File: src/rtl/tx_jesd204b_pkg.sv
// rtl/tx_jesd204b_pkg.sv - shared JESD204B transmit constants, link state type and FCHK helper
package tx_jesd204b_pkg;

  localparam logic [7:0] K28_5 = 8'hBC;
  localparam logic [7:0] K28_0 = 8'h1C;
  localparam logic [7:0] K28_3 = 8'h7C;
  localparam logic [7:0] K28_4 = 8'h9C;

  typedef enum logic [1:0] {
    ST_CGS  = 2'd0,
    ST_ILAS = 2'd1,
    ST_DATA = 2'd2
  } link_state_t;

  // Mod-256 sum of the 13 ILAS configuration octets.
  function automatic logic [7:0] fchk(input logic [103:0] cfg);
    logic [7:0] sum;
    sum = 8'd0;
    for (int n = 0; n < 13; n++) begin
      sum = sum + cfg[8*n +: 8];
    end
    return sum;
  endfunction

endpackage

File: src/rtl/tx_lmfc_counter.sv
// rtl/tx_lmfc_counter.sv - free-running local multiframe counter with boundary pulse
module tx_lmfc_counter #(
  parameter int FK = 32
) (
  input  logic       clk,
  input  logic       rst,
  output logic [7:0] lmfc_cnt,
  output logic       lmfc
);

  always_ff @(posedge clk) begin
    if (rst) begin
      lmfc_cnt <= 8'd0;
    end else if (lmfc_cnt == 8'(FK - 1)) begin
      lmfc_cnt <= 8'd0;
    end else begin
      lmfc_cnt <= lmfc_cnt + 8'd1;
    end
  end

  // Held low while in reset so the pulse only marks live boundaries.
  assign lmfc = ~rst & (lmfc_cnt == 8'd0);

endmodule

File: src/rtl/tx_link_ctrl.sv
// rtl/tx_link_ctrl.sv - CGS/ILAS/DATA sequencer feeding a single-lane JESD204B link layer
module tx_link_ctrl
  import tx_jesd204b_pkg::*;
#(
  parameter int F = 1,
  parameter int K = 32
) (
  input  logic         clk,
  input  logic         rst,
  input  logic         sync_n,
  input  logic [103:0] cfg_ilas,
  input  logic [7:0]   s_data,
  input  logic         s_vld,
  output logic         s_rdy,
  output logic [7:0]   o_data,
  output logic         o_k,
  output logic         o_vld,
  output logic [1:0]   o_state,
  output logic         o_lmfc
);

  localparam int FK = F * K;

  if (F < 1 || F > 4 || FK < 17 || FK > 256) begin : g_bad_cfg
    $error("tx_link_ctrl: F must be 1..4 and F*K must be 17..256");
  end

  link_state_t   state, state_nxt;
  logic [1:0]    mf, mf_nxt;
  logic [1:0]    low, low_nxt;
  logic [103:0]  cfg_q;
  logic [7:0]    cnt;
  logic          last, resync;
  logic [3:0]    oct_idx;
  logic [7:0]    ilas_data;
  logic          ilas_k;
  logic [7:0]    data_nxt;
  logic          k_nxt, vld_nxt;

  tx_lmfc_counter #(.FK(FK)) u_lmfc (
    .clk      (clk),
    .rst      (rst),
    .lmfc_cnt (cnt),
    .lmfc     (o_lmfc)
  );

  always_ff @(posedge clk) begin
    if (rst) begin
      state  <= ST_CGS;
      mf     <= 2'd0;
      low    <= 2'd0;
      cfg_q  <= '0;
      o_data <= 8'd0;
      o_k    <= 1'b0;
      o_vld  <= 1'b0;
    end else begin
      state  <= state_nxt;
      mf     <= mf_nxt;
      low    <= low_nxt;
      o_data <= data_nxt;
      o_k    <= k_nxt;
      o_vld  <= vld_nxt;
      if (state == ST_ILAS && mf == 2'd0 && cnt == 8'd0) begin
        cfg_q <= cfg_ilas;
      end
    end
  end

  assign oct_idx = 4'(cnt - 8'd2);

  always_comb begin
    last      = (cnt == 8'(FK - 1));
    resync    = (state != ST_CGS) && !sync_n && (low == 2'd3);
    state_nxt = state;
    mf_nxt    = mf;
    low_nxt   = 2'd0;
    ilas_data = cnt;
    ilas_k    = 1'b0;
    data_nxt  = 8'd0;
    k_nxt     = 1'b0;
    vld_nxt   = 1'b0;

    if (state != ST_CGS && !sync_n && low != 2'd3) begin
      low_nxt = low + 2'd1;
    end

    unique case (state)
      ST_CGS: begin
        mf_nxt = 2'd0;
        if (sync_n && last) state_nxt = ST_ILAS;
      end
      ST_ILAS: begin
        if (last) begin
          mf_nxt = mf + 2'd1;
          if (mf == 2'd3) state_nxt = ST_DATA;
        end
      end
      ST_DATA: ;
      default: state_nxt = ST_CGS;
    endcase

    // Loss of sync overrides everything, including the ILAS-to-DATA step.
    if (resync) begin
      state_nxt = ST_CGS;
      mf_nxt    = 2'd0;
    end

    if (cnt == 8'd0) begin
      ilas_data = K28_0;
      ilas_k    = 1'b1;
    end else if (last) begin
      ilas_data = K28_3;
      ilas_k    = 1'b1;
    end else if (mf == 2'd1) begin
      if (cnt == 8'd1) begin
        ilas_data = K28_4;
        ilas_k    = 1'b1;
      end else if (cnt <= 8'd14) begin
        ilas_data = cfg_q[8*int'(oct_idx) +: 8];
      end else if (cnt == 8'd15) begin
        ilas_data = fchk(cfg_q);
      end
    end

    if (state == ST_CGS || resync) begin
      data_nxt = K28_5;
      k_nxt    = 1'b1;
      vld_nxt  = 1'b1;
    end else if (state == ST_ILAS) begin
      data_nxt = ilas_data;
      k_nxt    = ilas_k;
      vld_nxt  = 1'b1;
    end else if (state == ST_DATA) begin
      data_nxt = s_vld ? s_data : 8'd0;
      vld_nxt  = s_vld;
    end
  end

  assign s_rdy   = (state == ST_DATA);
  assign o_state = state;

endmodule

File: config.mk
export PLATFORM = sky130hd
export DESIGN_NAME = tx_link_ctrl
export DESIGN_NICKNAME = d
export VERILOG_FILES = /design/src/rtl/tx_jesd204b_pkg.sv /design/src/rtl/tx_lmfc_counter.sv /design/src/rtl/tx_link_ctrl.sv
export SDC_FILE = /design/constraint.sdc
export NUM_CORES = 1
export LEC_CHECK = 0
export CORE_UTILIZATION = 45
export DETAILED_ROUTE_END_ITERATION = 12
export HOLD_SLACK_MARGIN = 0.15
export PLACE_DENSITY_LB_ADDON = 0.1
export RECOVER_POWER = 50
export SYNTH_ARGS = -nofsm -noshare
export SYNTH_HDL_FRONTEND = slang
export SYNTH_SLANG_ARGS = --single-unit
File: constraint.sdc
create_clock -name clk -period 5.11 [get_ports clk]
set_input_delay 0.511 -clock clk [delete_from_list [all_inputs] [get_ports clk]]
set_output_delay 0.511 -clock clk [all_outputs]
set_load 0.02 [all_outputs]
After elaboration in Yosys (flattened, before gate mapping)
Index checks and enable logic that the tools add are counted.
{ "totals": {"regBits": 128, "in_bits": 116} }
{ "op_classes": {"addsub": 16, "order_cmp": 1, "n_eq_ne": 12, "shift": 1, "muxes": 25, "bitwise_logic": 4, "reduce_logical": 19} }
{ "op_table": {"columns": ["op", "count"], "rows": [
  ["$shiftx A104 B8 Y8", 1],
  ["$add A8 B8 Y8", 12],
  ["$mux W8", 10],
  ["$mux W1", 9],
  ["$add A8 B1 Y8 const B", 1],
  ["$eq A8 B1 Y1 const B", 1],
  ["$eq A8 B4 Y1 const B", 1],
  ["$eq A8 B5 Y1 const B", 1],
  ["$le A8 B4 Y1 const B", 1],
  ["$logic_not A8 Y1", 1],
  ["$mux W2", 4],
  ["$reduce_or A2 Y1", 4],
  ["$eq A2 B2 Y1 const B", 3],
  ["$logic_and A1 B1 Y1", 6],
  ["$ne A2 B2 Y1 const B", 3],
  ["$pmux W2 S3", 1],
  ["$add A2 B1 Y2 const B", 2],
  ["$eq A2 B1 Y1 const B", 2],
  ["$logic_not A2 Y1", 2],
  ["$pmux W2 S2", 1],
  ["$reduce_and A4 Y1", 1],
  ["$reduce_bool A2 Y1", 2],
  ["$sub A4 B2 Y4 const B", 1],
  ["$not A1 Y1", 3],
  ["other kinds (5)", 5]
]} }

Depth between registers and ports, before layout
{ "logic_depth": {"word_depth": 20, "mapped_depth": 22} }

Modules after synthesis
Synthesis repeated with hierarchy kept, for this count alone.
{ "hier_totals": {"cells_unflattened": 951, "area_unflattened_um2": 8145.3} }
{ "by_module_without_submodules": {"columns": ["mod", "n_inst", "cells_per_inst", "area_each_um2"], "rows": [
  ["tx_link_ctrl", 1, 907, 7752.4],
  ["tx_lmfc_counter", 1, 44, 392.9]
]} }

Worst setup path after synthesis
OpenSTA, ideal clock, no wires.
{ "synth_path": {"path_type": "reg-to-reg", "startpoint": "register cfg_q[27]", "endpoint": "register o_data[7]", "arrival_ps": 4677, "t_required_ps": 5024, "slack_ps": 348, "stages_incl_launch_ff": 19, "path_buffers": 0, "synth_period_minus_slack_ps": 4762, "cell_sequence": "dfxtp_1 > inv_1 > fa_1 > inv_1 > fa_1 > fa_1 > fa_1 > inv_1 > fa_1 > inv_1 > ha_1 > a21o_1 > a21oi_1 > o21bai_1 > a21oi_1 > xnor3_1 > nor2_1 > o211ai_1 > a211oi_1"} }
{ "synth_via": {"elab_chain_len": 18} }
{ "synth_lines": {"columns": ["element", "line", "text"], "rows": [
  ["start: declaration", "tx_link_ctrl.sv:31", "logic [103:0] cfg_q;"],
  ["start signal: assignment", "tx_link_ctrl.sv:64", "cfg_q <= cfg_ilas;"],
  ["$add A8 B8 Y8 (10 in series)", "tx_jesd204b_pkg.sv:20", "sum = sum + cfg[8*n +: 8];"],
  ["$mux W8", "tx_link_ctrl.sv:120", "end else if (cnt == 8'd15) begin"],
  ["$mux W8", "tx_link_ctrl.sv:118", "end else if (cnt <= 8'd14) begin"],
  ["$mux W8", "tx_link_ctrl.sv:115", "if (cnt == 8'd1) begin"],
  ["$mux W8", "tx_link_ctrl.sv:114", "end else if (mf == 2'd1) begin"],
  ["$mux W8", "tx_link_ctrl.sv:111", "end else if (last) begin"],
  ["$mux W8", "tx_link_ctrl.sv:108", "if (cnt == 8'd0) begin"],
  ["$mux W8", "tx_link_ctrl.sv:129", "end else if (state == ST_ILAS) begin"],
  ["$mux W8", "tx_link_ctrl.sv:125", "if (state == ST_CGS || resync) begin"],
  ["end signal: assignment", "tx_link_ctrl.sv:60", "o_data <= data_nxt;"],
  ["end: declaration", "tx_link_ctrl.sv:15", "output logic [7:0] o_data,"]
]} }
No other way between the ends.
A chain may end at the register's enable or synchronous reset.

Final worst setup path
{ "layout_path": {"startpoint": "register cfg_q[27]", "endpoint": "register o_data[5]"} }
Same word-level chain as after synthesis.

==> results.cfg <==
[die]
boundaryPins = 130
die_w_um = 135
die_y_um = 135
die-area_sq_mm = 0.0183
coreArea_sq_mm = 0.0174
rows = 48
start_util = 0.462

[cts]
ctsHoldBuffers = 0
htree_levels = 4
clock_path_buffers = 2
clkLatencyLatePin_ns = 0.42
numCtsBuffers = 17
clk_pin_slew_ns = 0.06
clock-sinks = 128
cts-root-buf = clkbuf_16
cts_tree = done

[placed_design]
placed_area_sq_mm = 0.00944
portBuffers = 129
place_congestion = 0.896
dpl.hpwl_um = 16000

[setup_path]
endpoint_kind = register
rrSetupSlack_ns = 0.16
path_class = reg -> reg
path_cells = inv_1, fa_1, inv_1, fa_1, fa_1, fa_1, inv_1, fa_2, inv_1, ha_1, a21o_1, a21oi_2, buf_4, xnor2_1, o21ai_0, a21oi_1, a311oi_2, o21bai_1, a21oi_1
crit_required_ns = 5.44
r2r-start = cfg_q[27]
critPathMaxFanout = 2
rr_endpoint = o_data[5]
reg2regPathDepth = 19
critPathLaunchType = register
crit_path_top_delay_cell = fa_1
arrival_ns = 5.28
cp_slowest_stage_delay_ns = 0.56

[yosys]
synth-xor-area-share = 0.0378
synth_top_area_share = 0.320
synth_area_leader_cell = dfxtp_1
syn_area_per_cell_sq_um = 8.56
syn_area_sq_mm = 0.00801
yosysWarnings = 0
ys_types = 52
yosysSeqAreaShare = 0.320
synth_fa_ha_area_frac = 0.205
synth_ff_type = dfxtp_1
synth_compound_area_frac = 0.128
synthTopCellsByArea = dfxtp_1 32%, fa_1 17%, nand2_1 11%
syn_nets = 1142
syn_inst = 936
async_flop_share = 0
synth_top_family_by_area = adder cells
yosys.area_share.simple = 0.156
synth_seq_cells = 128
synth_edf_count = 0
synthMuxAreaShare = 0.0653

[detailed_routing]
drcViolationCount = 0
vias_per_cell = 5.13
m1WireLength_um = 9260
wl_met3_um = 987
firstDrtPassIters = 5
ant_nets = 0
vias = 6577
wl_met2_um = 10400
wl_um = 21100
drt-initial-drc-count = 429
wire_per_inst_um = 16.4
top_layer = met4

[global_route]
grt_pass1_wl_um = 33600
grt_pass1_vias = 6444
grt_max_degree = 96
grt_overflow = 0
grt_antenna_before_repair = 0
grt.total_usage = 0.245

[sta]
worst_slew_pin_slew_ns = 3.02
slew_viol_final = 169
fmax_mhz = 202
finalCriticalPeriod_ns = 4.95
relSlewSlack = -1.02
post-route-period-util = 0.968
finalHoldViolCount = 0
setup_viol = 0
skew_ns = 0.00780

[cells_and_area]
fin_util = 0.577
final_nets = 1249
area_delta_synth_final_pct = 25.1
fin_area_sq_mm = 0.0100
fill_cells = 1635
diodes = 0
drive_gt1_frac = 0.0682

[hold_path]
min_path_cells = 1
hp-class = reg -> reg
hold_path_end = low[0]
min-delay-start = low[0]

[flow_run]
maxCapViolations = 3

[power_and_ir_drop]
powerDensity_mw_per_mm2 = 242
ir_worst_vdd_mv = 0.208
leakage_nw = 3.72

[outcome]
outcome = finished with violations
failed_checks = capacitance limit, slew limit
==> how the worst max path moves through the flow <==
stage	from	to	slack [ns]	cells after the start
CTS	cfg_q[27]	o_data[7]	0.05	18
finish	cfg_q[27]	o_data[5]	0.16	19
floorplan	cfg_q[27]	o_data[7]	0.35	18
detailed placement	cfg_q[27]	o_data[7]	0.07	18
global route	cfg_q[27]	o_data[5]	-0.02	19
global placement	cfg_q[27]	o_data[7]	0.16	18
==> through the flow <==
stage	setup WS (ns)	hold WS (ns)	std cells	TNS [ns]	power (mW)
floorplan	0.348	0.397	936	0	1.12
global placement	0.165	0.415	1248	0	1.24
detailed placement	0.0668	0.418	1248	0	1.24
CTS	0.0492	0.426	1280	0	2.45
global route	-0.0220	0.449	1281	-0.0229	2.51
finish	0.161	0.419	1281	0	2.43
==> synth_stat cells (4+ instances only) <==
cell and n:
buf_4 12, fa_1 69, xnor2_1 24, dfxtp_1 128, ha_1 21, inv_1 119, xor2_1 8, a211oi_1 7
o211ai_1 4, clkbuf_1 32, nand2_1 240, nor3_1 7, mux2i_1 5, a21oi_1 133, nand3_1 8, o21ai_0 14
a21o_1 5, nor2_1 23, buf_2 7, mux4_2 20
==> repair_timing <==
item	in CTS	in global routing
setup endpoints to repair	0	2
buffers inserted	0	1
resized for setup	0	3
==> cells by family after synthesis <==
group / Yosys count
AO/OA/AOI/OAI: 184
flip-flops: 128
multiplexers: 27
AND/OR/NAND/NOR: 300
buffers and inverters: 174
adder cells (fa/ha/maj): 90
XOR/XNOR: 33
==> critical path, delay by kind of cell (launching register included) <==
family | cells | cell delay, ns
DFF | 1 | 0.33
AOI/OAI and AO/OA | 7 | 1.17
adders and majority gates | 6 | 2.95
xor gates and xnor gates | 1 | 0.05
buffers and inverters | 5 | 0.35
==> per-layer routing <==
layer | global-route usage | vias to the layer above
li1 | - | 3230
met1 | 0.316 | 3137
met2 | 0.413 | 184
met3 | 0.0486 | 26
met4 | 0.0780 | 0
met5 | 0 | -
==> state kept, by name (all words and copies together) (netlist names) <==
signal and flops:
o_data 8, mf 2, u_lmfc.lmfc_cnt 8, o_k 1
o_state 2, o_vld 1, low 2, cfg_q 104
==> layout make-up <==
type / count / area (sq um) / share of cell area
clock buffers: 20 / 457 / 0.0456
flip-flops and latches: 128 / 2560 / 0.256
clock inverters: 12 / 136 / 0.0136
multi-input cells: 634 / 4750 / 0.474
inverters: 120 / 450 / 0.0449
repair buffers: 142 / 1390 / 0.139
well taps: 225 / 282 / 0.0281
==> placed cells by master, fill, tap and decap left out, types with 4 or more instances in the layout <==
cell	instances
o211ai_1	4
dlygate4sd3_1	14
clkdlybuf4s50_1	114
a21o_1	5
a21oi_1	132
a211oi_1	7
clkinv_4	5
buf_4	10
nand2_1	240
mux4_2	20
xnor2_1	24
nor2_1	24
clkbuf_16	17
nor3_1	7
fa_1	68
nand3_1	8
dfxtp_1	128
ha_1	21
inv_1	119
o21ai_0	14
xor2_1	8
mux2i_1	5
==> power breakdown <==
part	internal, mW	switching, mW	leakage [nW]
Combinational	0.116	0.0916	2.40
Clock	0.745	0.464	0.282
Sequential	1.00	0.0102	1.03
Total	1.86	0.566	3.72
Power figures use the tool's default switching activity.
